<file path="src/rtl/pcie_tx_arbiter.sv">
// Packet-granular round-robin arbiter sharing the PCIe core's AXI4-Stream TX port.
// Optional macro PCIE_TX_ARB_CFG_PRIORITY_EN: registered config-TLP grant that pre-empts new user grants.
module pcie_tx_arbiter #(
    parameter int C_DATA_WIDTH = 64,
    parameter int KEEP_WIDTH   = C_DATA_WIDTH/8,
    parameter int NUM_REQ      = 4,
    parameter int MIN_BUF_AV   = 2
) (
    input  logic                            user_clk,
    input  logic                            user_reset_n,
    input  logic                            user_lnk_up,
    input  logic [5:0]                      tx_buf_av,
    input  logic                            tx_cfg_req,
    output logic                            tx_cfg_gnt,
    input  logic [NUM_REQ*C_DATA_WIDTH-1:0] req_tdata,
    input  logic [NUM_REQ*KEEP_WIDTH-1:0]   req_tkeep,
    input  logic [NUM_REQ*4-1:0]            req_tuser,
    input  logic [NUM_REQ-1:0]              req_tlast,
    input  logic [NUM_REQ-1:0]              req_tvalid,
    output logic [NUM_REQ-1:0]              req_tready,
    output logic [NUM_REQ-1:0]              req_gnt,
    output logic [C_DATA_WIDTH-1:0]         s_axis_tx_tdata,
    output logic [KEEP_WIDTH-1:0]           s_axis_tx_tkeep,
    output logic [3:0]                      s_axis_tx_tuser,
    output logic                            s_axis_tx_tlast,
    output logic                            s_axis_tx_tvalid,
    input  logic                            s_axis_tx_tready
);
    localparam int IDX_W = $clog2(NUM_REQ);

    typedef enum logic {IDLE, XFER} state_t;

    state_t           state;
    logic [IDX_W-1:0] gnt_idx;
    logic [IDX_W-1:0] last_idx;
    logic [IDX_W-1:0] sel_idx;
    logic [IDX_W-1:0] cand_idx;
    logic             sel_vld;
    logic             cfg_hold;
    logic             eligible;
    logic             pkt_end;
    int               cand;

    logic [C_DATA_WIDTH-1:0] lane_data [NUM_REQ];
    logic [KEEP_WIDTH-1:0]   lane_keep [NUM_REQ];
    logic [3:0]              lane_user [NUM_REQ];

    genvar g;
    generate
        for (g = 0; g < NUM_REQ; g++) begin : g_lane
            assign lane_data[g]  = req_tdata[g*C_DATA_WIDTH +: C_DATA_WIDTH];
            assign lane_keep[g]  = req_tkeep[g*KEEP_WIDTH +: KEEP_WIDTH];
            assign lane_user[g]  = req_tuser[g*4 +: 4];
            assign req_tready[g] = (state == XFER) && (gnt_idx == IDX_W'(g)) && s_axis_tx_tready;
        end
    endgenerate

    // No buffering: the granted requester is wired straight through while in XFER.
    assign s_axis_tx_tdata  = lane_data[gnt_idx];
    assign s_axis_tx_tkeep  = lane_keep[gnt_idx];
    assign s_axis_tx_tuser  = lane_user[gnt_idx];
    assign s_axis_tx_tlast  = req_tlast[gnt_idx];
    assign s_axis_tx_tvalid = (state == XFER) && req_tvalid[gnt_idx];
    assign pkt_end          = s_axis_tx_tvalid && s_axis_tx_tready && s_axis_tx_tlast;

`ifdef PCIE_TX_ARB_CFG_PRIORITY_EN
    assign cfg_hold = tx_cfg_gnt | tx_cfg_req;
`else
    logic unused_cfg_req;
    assign unused_cfg_req = tx_cfg_req;
    assign cfg_hold       = 1'b0;
    assign tx_cfg_gnt     = 1'b1;
`endif

    assign eligible = user_lnk_up && (tx_buf_av >= 6'(MIN_BUF_AV)) && !cfg_hold;

    // Scan from farthest to nearest so the nearest valid requester after last_idx wins.
    always_comb begin
        sel_vld  = 1'b0;
        sel_idx  = '0;
        cand     = 0;
        cand_idx = '0;
        for (int k = NUM_REQ; k >= 1; k--) begin
            cand     = (int'(last_idx) + k) % NUM_REQ;
            cand_idx = cand[IDX_W-1:0];
            if (req_tvalid[cand_idx]) begin
                sel_vld = 1'b1;
                sel_idx = cand_idx;
            end
        end
    end

    always_ff @(posedge user_clk or negedge user_reset_n) begin
        if (!user_reset_n) begin
            state    <= IDLE;
            gnt_idx  <= '0;
            last_idx <= IDX_W'(NUM_REQ-1);
            req_gnt  <= '0;
`ifdef PCIE_TX_ARB_CFG_PRIORITY_EN
            tx_cfg_gnt <= 1'b0;
`endif
        end else if (state == IDLE) begin
`ifdef PCIE_TX_ARB_CFG_PRIORITY_EN
            tx_cfg_gnt <= tx_cfg_req;
`endif
            if (eligible && sel_vld) begin
                gnt_idx <= sel_idx;
                req_gnt <= NUM_REQ'(1) << sel_idx;
                state   <= XFER;
            end
        end else if (pkt_end) begin
            last_idx <= gnt_idx;
            req_gnt  <= '0;
            state    <= IDLE;
        end
    end

endmodule

</file>
<file path="config.mk">
export PLATFORM = sky130hd
export DESIGN_NAME = pcie_tx_arbiter
export DESIGN_NICKNAME = d
export VERILOG_FILES = /design/src/rtl/pcie_tx_arbiter.sv
export SDC_FILE = /design/constraint.sdc
export NUM_CORES = 1
export LEC_CHECK = 0
export BUFFER_PORTS_ARGS = -buffer_cell sky130_fd_sc_hd__clkbuf_2
export CORE_AREA = 10 10 151 153
export DETAILED_ROUTE_END_ITERATION = 12
export DIE_AREA = 0 0 161 163
export SYNTH_ARGS = -nofsm -noshare
export SYNTH_HDL_FRONTEND = slang
export SYNTH_SLANG_ARGS = --single-unit
</file>
<file path="constraint.sdc">
create_clock -name user_clk -period 1.74 [get_ports user_clk]
set_clock_uncertainty 0.05 [all_clocks]
set_input_delay 0.174 -clock user_clk [delete_from_list [all_inputs] [get_ports user_clk]]
set_output_delay 0.174 -clock user_clk [all_outputs]
set_load 0.005 [all_outputs]
</file>
# [Word level (Yosys, flattened, before mapping)]
# Cells that the tools add are included.
# W data, S select, Z words.
[word_totals] register_bits=9 latch_bits=0 ram_bits=0 rom_bits=0 in_bits=323 output_inout_bits=87 elab_cells=75 memories=0
[classes] addsub=4 multipliers=0 div=0 n_lt_le_gt_ge=7 n_eq_ne=4 shifts=1 mux=35 n_bitwise=2 reduce_logical=18
[op_table] operator="$bmux W64 S2" n=1
[op_table] operator="$mux W64" n=2
[op_table] operator="$mux W4" n=5
[op_table] operator="$bmux W8 S2" n=1
[op_table] operator="$mux W8" n=2
[op_table] operator="$lt A2 B3 Y1 const B" n=5
[op_table] operator="$logic_and A1 B1 Y1" n=13
[op_table] operator="$mux W1" n=13
[op_table] operator="$bmux W1 S2" n=6
[op_table] operator="$bmux W4 S2" n=1
[op_table] operator="$mux W2" n=4
[op_table] operator="$ge A6 B2 Y1 const B" n=1
[op_table] operator="$reduce_and A2 Y1" n=3
[op_table] operator="$add A2 B1 Y2 const B" n=2
[op_table] operator="$add A2 B2 Y2 const B" n=2
[op_table] operator="$eq A2 B2 Y1 const B" n=2
[op_table] operator="$shl A1 B2 Y4 const A" n=1
[op_table] operator="$ge A3 B3 Y1 const B" n=1
[op_table] operator="$not A2 Y3" n=1
[op_table] operator="$eq A2 B1 Y1 const B" n=1
[op_table] operator="$logic_not A2 Y1" n=1
[op_table] operator="$ne A2 B1 Y1 const B" n=1
[op_table] operator="$reduce_bool A2 Y1" n=1
[op_table] operator="$not A1 Y1" n=1

# [Depth between registers and ports, before layout]
# Gate-level depths: netlist of the first run.
[depth] word_depth=10 mapped_depth=5 mapped_depth_nobuf=4

# [Worst setup path before layout of the first run]
# Ideal clock, no wire load.
[synth_timing] path_type="register to output" start="reg gnt_idx[0]" end="out s_axis_tx_tkeep[4]" t_arrival_ns=1.353 t_required_ns=1.516 setup_slack_ns=0.163 path_stages_with_launch=4 path_cell_list="dfrtp_1 -> buf_2 -> buf_2 -> mux4_2"
[synth_via] elab_chain_cells=4
[synth_lines] element="start: declaration" line="34" source="logic [IDX_W-1:0] gnt_idx;"
[synth_lines] element="start signal: assignment" line="107" source="gnt_idx <= sel_idx;"
[synth_lines] element="$not A2 Y3 (not written as such)" line="60" source="assign s_axis_tx_tkeep = lane_keep[gnt_idx];"
[synth_lines] element="$bmux W8 S2" line="60"
[synth_lines] element="$mux W8 (not written as such) (2 in series)" line="60"
[synth_lines] element="end: declaration" line="23" source="output logic [KEEP_WIDTH-1:0] s_axis_tx_tkeep,"
# Every way passes these cells. The select of a mux whose other input is x is not followed.

# [Worst setup path after layout of the first run]
[layout_timing] start="reg gnt_idx[0]" end="out s_axis_tx_tuser[3]"
[layout_via] elab_chain_cells=4
[layout_lines] element="$not A2 Y3 (not written as such)" line="61" source="assign s_axis_tx_tuser = lane_user[gnt_idx];"
[layout_lines] element="$bmux W4 S2" line="61"
[layout_lines] element="$mux W4 (not written as such) (2 in series)" line="61"
[layout_lines] element="end: declaration" line="24" source="output logic [3:0] s_axis_tx_tuser,"
# Every way passes these cells. The select of a mux whose other input is x is not followed.

==> results.yml, run 1 <==
worst_setup_path:
  crit_required_ns: 1.52
  crit_arrival_ns: 1.67
  path_max_fanout: 15
  worst_setup_path_start_kind: "register"
  crit_type: "reg2out"
  end_kind: "output port"
logic_synthesis:
  synth_top_area_share: 0.734
  synth_seq_cells: 9
  synthTopCellsByArea: "mux4_2, dfrtp_1, buf_4"
  ys_seq_area_frac: 0.0952
  synth-compound-area-share: 0.0377
  postSynthCellCount: 146
  syn_area_mm2: 0.00239
  synth_most_common_cell: "mux4_2"
  synthSimpleGateAreaFrac: 0.0628
  synth_top_cell_by_area: "mux4_2"
  postSynthAreaPerCell_um2: 16.4
  synth_xor_area_frac: 0
  ys.warnings.count: 0
  ys_top_cells_by_count: "mux4_2, buf_4, dfrtp_1"
  synth_top_family_by_area: "multiplexers"
  synth_edf_count: 0
  synthMuxAreaShare: 0.753
  synthAdderAreaFrac: 0
  synth-main-ff-cell: "dfrtp_1"
  async_flop_share: 1.00
  syn_nets: 469
  synth_cell_types: 34
floorplanning:
  start_util: 0.120
  die_y_um: 163
  die_x_um: 161
  io_pins: 410
  die_area_mm2: 0.0262
  fp-row-count: 52
  core_area_mm2: 0.0199
layout:
  final_layout_size_suffix_gt1_frac: 0.938
  final_core_util: 0.259
  synthToLayoutAreaGrowth_pct: 115
  final_nets: 893
  nFillCells: 2154
  stdcell_area_mm2: 0.00515
global_routing:
  grt_start_max_net_pins: 43
  grt_pass1_wl_mm: 25.4
  grt-ovfl-total: 0
  grt_pass1_vias: 4032
  grt_usage: 0.124
  antenna_found_initial: 5
detailed_routing:
  routedWlPerCell_um: 21.5
  drc_errors: 0
  drt_first_pass_iters: 6
  wl_mm: 18.1
  routed_via_density: 4.16
  drtIter0Drc: 144
  drtAntennaViolNets: 0
  vias: 3498
placement:
  pre_cts_ws_ns: 0.0132
  hpwl_mm: 16.9
  placed_area_mm2: 0.00489
  globalplace.congestion: 0.883
  io_buffer_count: 406
sta:
  slew_viol_final: 0
  finalCriticalPeriod_ns: 1.89
  hold_viol_final: 0
  max_freq_ghz: 0.528
  fin_ws_ns: -0.154
  rsz0062_at_grt: "true"
  setup_tns_ns: -8.96
  setup_viol: 82
  fin_crit_sh: 1.09
clocking:
  root_buffer: "clkbuf_16"
  clk_pin_slew_ns: 0.04
  clock_latency_ns: 0.23
  clk_path_buf_depth: 2
  h-tree-depth: 1
  cts_made_buffers: 3
  cts_tree: "yes"
  clock-sinks: 9
status:
  violations: "negative setup slack"
  status: "finished, violations left"
job:
  maxCapViolCount: 0
min_path:
  hold_path.class: "in2reg"
power:
  peakVddDrop_uv: 762
  total_power_uw: 6540
  p_leak_uw: 0.00265
  pwr_density_cell_mw_per_mm2: 1270
==> where the power goes <==
part | switching (uW) | internal, uW | leakage, uW
Sequential | 122 | 337 | 0.000107
Clock | 98.7 | 306 | 0.0000382
Combinational | 2350 | 3330 | 0.00250
Total | 2570 | 3970 | 0.00265
==> kinds of logic after synthesis <==
logic type / count (synthesis)
AO/OA/AOI/OAI: 9
buffers and inverters: 21
flip-flops: 9
multiplexers: 82
other: 1
AND/OR/NAND/NOR: 24
==> repair_timing <==
action / CTS / global route
pin swaps: 1 / 0
gates resized for setup: 9 / 12
cloned: 0 / 1
setup buffers: 7 / 2
hold buffers: 1 / 0
hold endpoints to repair: 9 / 0
endpoints found under the setup margin: 79 / 87
==> flip-flops by register name, indices dropped and copies added (netlist names) <==
name      flops
req_gnt       4
state         1
last_idx      2
gnt_idx       2
==> critical path, stage by stage, from the launching register on <==
cell and delay (ns):
dfrtp_4 0.44, buf_12 0.16, buf_4 0.16, mux4_2 0.52, clkbuf_2 0.14
==> cells in the final DEF, fill, tap and decap left out, drive strengths merged, types with 2 or more instances in the layout <==
cell type  netlist  final
clkbuf           5    406
mux4            78     78
buf             15     36
dfrtp            7      7
nand2            5      5
nand2b           4      4
mux2             3      3
nor3b            2      2
nor2b            2      2
nand3            2      2
a32o             2      2
dfstp            2      2
or4              2      2
nor2             2      2
==> metrics by stage <==
step | hold WS (ns) | instances
2_1_floorplan | -0.172 | 146
3_3_place_gp | -0.00772 | 824
3_5_place_dp | -0.00345 | 824
4_1_cts | 0.247 | 836
5_1_grt | 0.271 | 840
6_report | 0.255 | 840
==> cell type report <==
| cell class | count | area [um^2] | area share |
|---|---|---|---|
| antenna | 1 | 2.50 | 0.000486 |
| clock buffer | 4 | 78.8 | 0.0153 |
| inverter | 1 | 3.75 | 0.000728 |
| multi-input combinational | 116 | 2080 | 0.404 |
| sequential | 9 | 235 | 0.0456 |
| tap | 270 | 338 | 0.0655 |
| timing repair buffer | 439 | 2410 | 0.469 |
==> final timing paths <==
| path | end | start | cells past startpoint | slack, ns |
|---|---|---|---|---|
| setup / recovery | s_axis_tx_tuser[3] | gnt_idx[0]$_DFFE_PN0P_ | 4 | -0.15 |
| hold / removal | gnt_idx[0]$_DFFE_PN0P_ | user_lnk_up | 3 | 0.26 |
| setup reg to reg | req_gnt[1]$_DFFE_PN0P_ | gnt_idx[0]$_DFFE_PN0P_ | 6 | -0.08 |
| hold reg to reg | req_gnt[0]$_DFFE_PN0P_ | req_gnt[0]$_DFFE_PN0P_ | 2 | 0.49 |
| max in group asynchronous | last_idx[0]$_DFFE_PN1P_ | user_reset_n | 2 | 1.08 |
| min in group asynchronous | req_gnt[0]$_DFFE_PN0P_ | user_reset_n | 2 | 0.30 |
==> metal layers <==
layer / vias to the layer above / wire length [um] / track usage
li1: 1538 / - / -
met1: 1679 / 6610 / 0.135
met2: 251 / 9270 / 0.220
met3: 22 / 1820 / 0.0523
met4: 8 / 296 / 0.0261
met5: - / 61 / 0
Power figures use the tool's default switching activity.
==> run 2, diff against run 1 <==
MAX_ROUTING_LAYER = met4   (was not set)
SKIP_LAST_GASP = 1   (was not set)
==> run 2 against run 1 <==
  * The run still ends with negative setup slack left
  * Sequential power is 1% higher
  * Count of clock-buffer cells in the layout stayed put
  * First-iteration DRC count is 54% higher
  * Critical path type unchanged
  * Core utilization up 0.18 points
  * Largest cell class unchanged
  * Worst setup slack lost 0.025 ns
  * Via count hardly changed
  * Maximum frequency down 1.3%
  * Cell area increased by 0.70%
  * Sequential cell count unchanged
  * Register-to-register slack better by 0.06 ns
==> results.yml, run 2 (same netlist as run 1, synthesis figures left out) <==
clocking:
  h-tree-depth: 1
  root_buffer: "clkbuf_16"
  clock_latency_ns: 0.23
  cts_made_buffers: 3
  clock-sinks: 9
  cts_tree: "yes"
  clk_pin_slew_ns: 0.04
  clk_path_buf_depth: 2
worst_setup_path:
  worst_setup_path_start_kind: "register"
  slowest_stage: "mux4_2"
  crit_required_ns: 1.52
  end_kind: "output port"
  critPathMaxStageDelay_ns: 0.54
  path_delay_family: "multiplexers"
  crit_top_cell: "buf_12"
  crit_type: "reg2out"
  path_max_fanout: 10
  path_buf_inv: 3
  crit_arrival_ns: 1.69
  cp_cell_sequence: "buf_12, buf_12, mux4_2, clkbuf_2"
global_routing:
  antenna_found_initial: 6
  grt_start_max_net_pins: 43
  grt-ovfl-total: 0
  grt_pass1_vias: 3980
  grt_pass1_wl_mm: 25.0
  grt_usage: 0.127
layout:
  synthToLayoutAreaGrowth_pct: 117
  largestRegisters: "req_gnt x4, gnt_idx x2, last_idx x2"
  final_layout_size_suffix_gt1_frac: 0.928
  largest_reg_flops: 4
  layout.cells.non_filler: 843
  layout.cells.most_common_list: "clkbuf_2, mux4_2, buf_4, buf_6, buf_12"
  final_common_cell: "clkbuf_2"
  largest-register: "req_gnt"
  nFillCells: 2124
  final_nets: 893
sta:
  fin_crit_sh: 1.10
  setup_viol: 82
  finalCriticalPeriod_ns: 1.92
  fin_hold_ws_ns: 0.272
  slew_viol_final: 0
  fin_ws_ns: -0.179
  hold_viol_final: 0
  setup_tns_ns: -9.31
  rsz0062_at_grt: "true"
  max_freq_ghz: 0.521
placement:
  placedCellCount: 825
  hpwl_mm: 16.7
  pre_cts_ws_ns: 0.00141
  io_buffer_count: 406
  globalplace.congestion: 0.887
detailed_routing:
  drtAntennaViolNets: 0
  wl_mm: 18.1
  vias: 3501
  drc_errors: 0
  routed_via_density: 4.15
  routedWlPerCell_um: 21.5
  drt_first_pass_iters: 4
  drtIter0Drc: 222
floorplanning:
  die_y_um: 163
  die_area_mm2: 0.0262
  core_area_mm2: 0.0199
  die_x_um: 161
  start_util: 0.120
  fp-row-count: 52
  io_pins: 410
power:
  peakVddDrop_uv: 725
  pwr_density_cell_mw_per_mm2: 1280
  p_leak_uw: 0.00265
status:
  status: "finished, violations left"
  violations: "negative setup slack"
min_path:
  hold_path.class: "in2reg"
job:
  maxCapViolCount: 0
run 2: cell types whose count changed in the layout (fill, tap and decap cells not counted), moves of 2 or more:
cell / previous run / this run
mux2_4: 2 / 0
mux2_1: 1 / 3
nor3b_2: 2 / 0
buf_2: 4 / 0
buf_4: 19 / 17
diode_2: 1 / 4
nor3b_1: 0 / 2
buf_12: 5 / 7
buf_6: 6 / 9
run 2: area by class of cell:
type | instances | area, um^2 | area share
inverters | 1 | 3.75 | 0.000723
multi-input cells | 116 | 2050 | 0.396
well taps | 270 | 338 | 0.0651
flip-flops and latches | 9 | 235 | 0.0453
clock buffers | 4 | 78.8 | 0.0152
repair buffers | 439 | 2470 | 0.476
diodes | 4 | 10.0 | 0.00193
run 2: power by group:
group          internal, uW  switching (uW)
logic                  3430            2370
clock network           306            97.8
registers               337             129
run 2: worst min-delay path: stages:
cell       delay (ns)
clkbuf_2         0.09
o2111ai_2        0.11
mux2_1           0.15
run 2: path summary, 6_finish.rpt:
path | slack, ns | start | cells after the start | to
max | -0.18 | gnt_idx[0]$_DFFE_PN0P_ | 4 | s_axis_tx_tdata[26]
min | 0.27 | user_lnk_up | 3 | gnt_idx[0]$_DFFE_PN0P_
max reg2reg | -0.02 | gnt_idx[0]$_DFFE_PN0P_ | 4 | last_idx[1]$_DFFE_PN1P_
min reg2reg | 0.46 | req_gnt[0]$_DFFE_PN0P_ | 2 | req_gnt[0]$_DFFE_PN0P_
max in group asynchronous | 1.09 | user_reset_n | 2 | last_idx[1]$_DFFE_PN1P_
min in group asynchronous | 0.29 | user_reset_n | 2 | req_gnt[1]$_DFFE_PN0P_
run 2: layer usage:
layer	global-route usage	vias to the layer above	wire [um]
li1	-	1544	-
met2	0.228	257	9450
met3	0.0435	10	1630
met4	0.0124	0	131
met1	0.138	1690	6890
met5	-	-	0
run 2: stage by stage:
stage	util	total power, uW	instance area (um^2)
after floorplan	-	3380	2390
after global placement	0.246	5850	4900
after detailed placement	0.246	5890	4900
after CTS	0.257	6690	5120
after global routing	0.261	7160	5190
final	0.261	6670	5190
run 2: repair_timing:
item                                   CTS  global route
endpoints found under the hold margin    9             0
pin swaps                                0             1
resized for setup                        7            17
buffers inserted                         5             2
gates cloned                             2             0
setup endpoints to repair               77            84
hold buffers                             1             0
==> run 3, diff against run 2 <==
==> constraint.sdc (replaced) <==
create_clock -name user_clk -period 1.74 [get_ports user_clk]
set_clock_uncertainty 0.05 [all_clocks]
set_input_delay 0.087 -clock user_clk [delete_from_list [all_inputs] [get_ports user_clk]]
set_output_delay 0.087 -clock user_clk [all_outputs]
set_load 0.005 [all_outputs]
==> run 3 against run 2 <==
  * The flow still finishes with violations (negative setup slack)
  * Routed wire length is 0.48% lower
  * Maximum frequency is 6.3% higher
  * Highest routed layer unchanged
  * First-iteration DRC count is 4.1% higher
  * Sequential power is 1% lower
  * Sequential cell count stayed put
  * Global-route usage hardly changed
  * Worst hold slack worse by 0.063 ns
  * Largest power group unchanged
  * Non-clock buffer count stayed put
  * Die area stayed put
  * Core utilization is 0.25 points lower
  * Worst setup slack better by 0.11 ns
==> results.yml, run 3 (same netlist as run 1, synthesis figures left out) <==
status:
  status: "finished, violations left"
  violations: "negative setup slack"
global_routing:
  grt-ovfl-total: 0
  grt_usage: 0.127
  grt_start_max_net_pins: 43
  grt_pass1_wl_mm: 25.2
  grt_pass1_vias: 3975
  antenna_found_initial: 7
detailed_routing:
  drtAntennaViolNets: 0
  drt_first_pass_iters: 6
  wl_mm: 18.0
  routedWlPerCell_um: 21.3
  drc_errors: 0
  vias: 3499
  routed_via_density: 4.14
  drtIter0Drc: 231
worst_setup_path:
  crit_required_ns: 1.60
  r2r_setup_slack_ns: -0.02
  r2r-start: "gnt_idx[0]$_DFFE_PN0P_"
  r2r_cells: 5
  path_max_fanout: 11
  r2r-end: "req_gnt[1]$_DFFE_PN0P_"
  crit_arrival_ns: 1.67
  end_kind: "output port"
  crit_type: "reg2out"
  worst_setup_path_start_kind: "register"
clocking:
  clk_pin_slew_ns: 0.04
  clk_path_buf_depth: 2
  cts_tree: "yes"
  clock-sinks: 9
  h-tree-depth: 1
  root_buffer: "clkbuf_16"
  clock_latency_ns: 0.23
  cts_made_buffers: 3
floorplanning:
  die_x_um: 161
  fp-row-count: 52
  die_y_um: 163
  io_pins: 410
  core_area_mm2: 0.0199
  start_util: 0.120
  die_area_mm2: 0.0262
layout:
  layout.cells.non_filler: 845
  final_layout_size_suffix_gt1_frac: 0.933
  final_nets: 893
  final_common_cell: "clkbuf_2"
  layout.cells.most_common_list: "clkbuf_2, mux4_2, buf_4, buf_12"
  largestRegisters: "req_gnt x4, gnt_idx x2, last_idx x2"
  synthToLayoutAreaGrowth_pct: 115
  largest_reg_flops: 4
  final_core_util: 0.258
  largest-register: "req_gnt"
min_path:
  hold_path.class: "in2async"
sta:
  setup_tns_ns: -2.41
  slew_viol_final: 0
  fin_hold_ws_ns: 0.209
  rsz0062_at_grt: "true"
  fin_ws_ns: -0.0656
  finalCriticalPeriod_ns: 1.81
  setup_viol: 72
  fin_crit_sh: 1.04
  max_freq_ghz: 0.554
  hold_viol_final: 0
placement:
  hpwl_mm: 16.8
  placedCellCount: 822
  io_buffer_count: 406
  globalplace.congestion: 0.918
power:
  total_power_uw: 6500
  peakVddDrop_uv: 587
  pwr_density_cell_mw_per_mm2: 1260
  p_leak_uw: 0.00264
job:
  maxCapViolCount: 0
==> run 3: changes by cell type in the layout (fill, tap and decap cells not counted), moves of 2 or more <==
cell,previous run,this run
mux2_1,3,1
buf_6,9,3
clkbuf_2,401,406
buf_4,17,21
diode_2,4,6
buf_8,2,0
mux2_4,0,2
==> run 3: stage by stage <==
step                      instance area (um^2)  setup WS [ns]
after floorplan                           2390          0.199
after global placement                    4890         0.0899
after detailed placement                  4890         0.0679
after CTS                                 5040         -0.118
after global routing                      5140         -0.131
final                                     5140        -0.0656
==> run 3: timing repair <==
item                                   in CTS  in global routing
endpoints found under the hold margin       9                  0
setup buffers                               7                  4
gates resized for setup                     1                  7
hold buffers                                1                  0
pin swaps                                   0                  1
gates cloned                                0                  1
setup endpoints to repair                  67                 77
==> run 3: power breakdown <==
group | total (uW) | leakage, uW | internal (uW) | switching (uW)
Clock | 401 | 0.0000382 | 306 | 95.7
Combinational | 5640 | 0.00250 | 3310 | 2330
Sequential | 459 | 0.000107 | 337 | 122
==> run 3: how the worst max path moves through the flow <==
stage	to	depth (start not counted)	slack, ns	startpoint
detailed placement	req_gnt[1]$_DFFE_PN0P_	4	0.07	gnt_idx[0]$_DFFE_PN0P_
CTS	s_axis_tx_tdata[51]	4	-0.12	gnt_idx[0]$_DFFE_PN0P_
global route	s_axis_tx_tdata[52]	4	-0.13	gnt_idx[0]$_DFFE_PN0P_
floorplan	last_idx[0]$_DFFE_PN1P_	3	0.20	gnt_idx[0]$_DFFE_PN0P_
finish	s_axis_tx_tdata[54]	4	-0.07	gnt_idx[0]$_DFFE_PN0P_
global placement	req_gnt[1]$_DFFE_PN0P_	4	0.09	gnt_idx[0]$_DFFE_PN0P_
==> run 3: cell type report <==
class | count | area (um^2)
Sequential cell | 9 | 235
Tap cell | 270 | 338
Inverter | 1 | 3.75
Timing Repair Buffer | 439 | 2410
Clock buffer | 4 | 78.8
Multi-Input combinational cell | 116 | 2060
Antenna cell | 6 | 15.0
Fill cell | 2138 | 14800
==> run 3: critical path, stage by stage, from the launching register on <==
cell and delay (ns):
dfrtp_4 0.45, buf_12 0.17, buf_4 0.14, mux4_2 0.50
clkbuf_2 0.17
==> run 3: metal layers <==
layer	GRT usage	up-vias	part of all wire
li1	-	1547	-
met1	0.137	1683	0.37
met2	0.220	253	0.52
met3	0.0442	16	0.098
met4	0.0310	0	0.018
met5	-	-	0
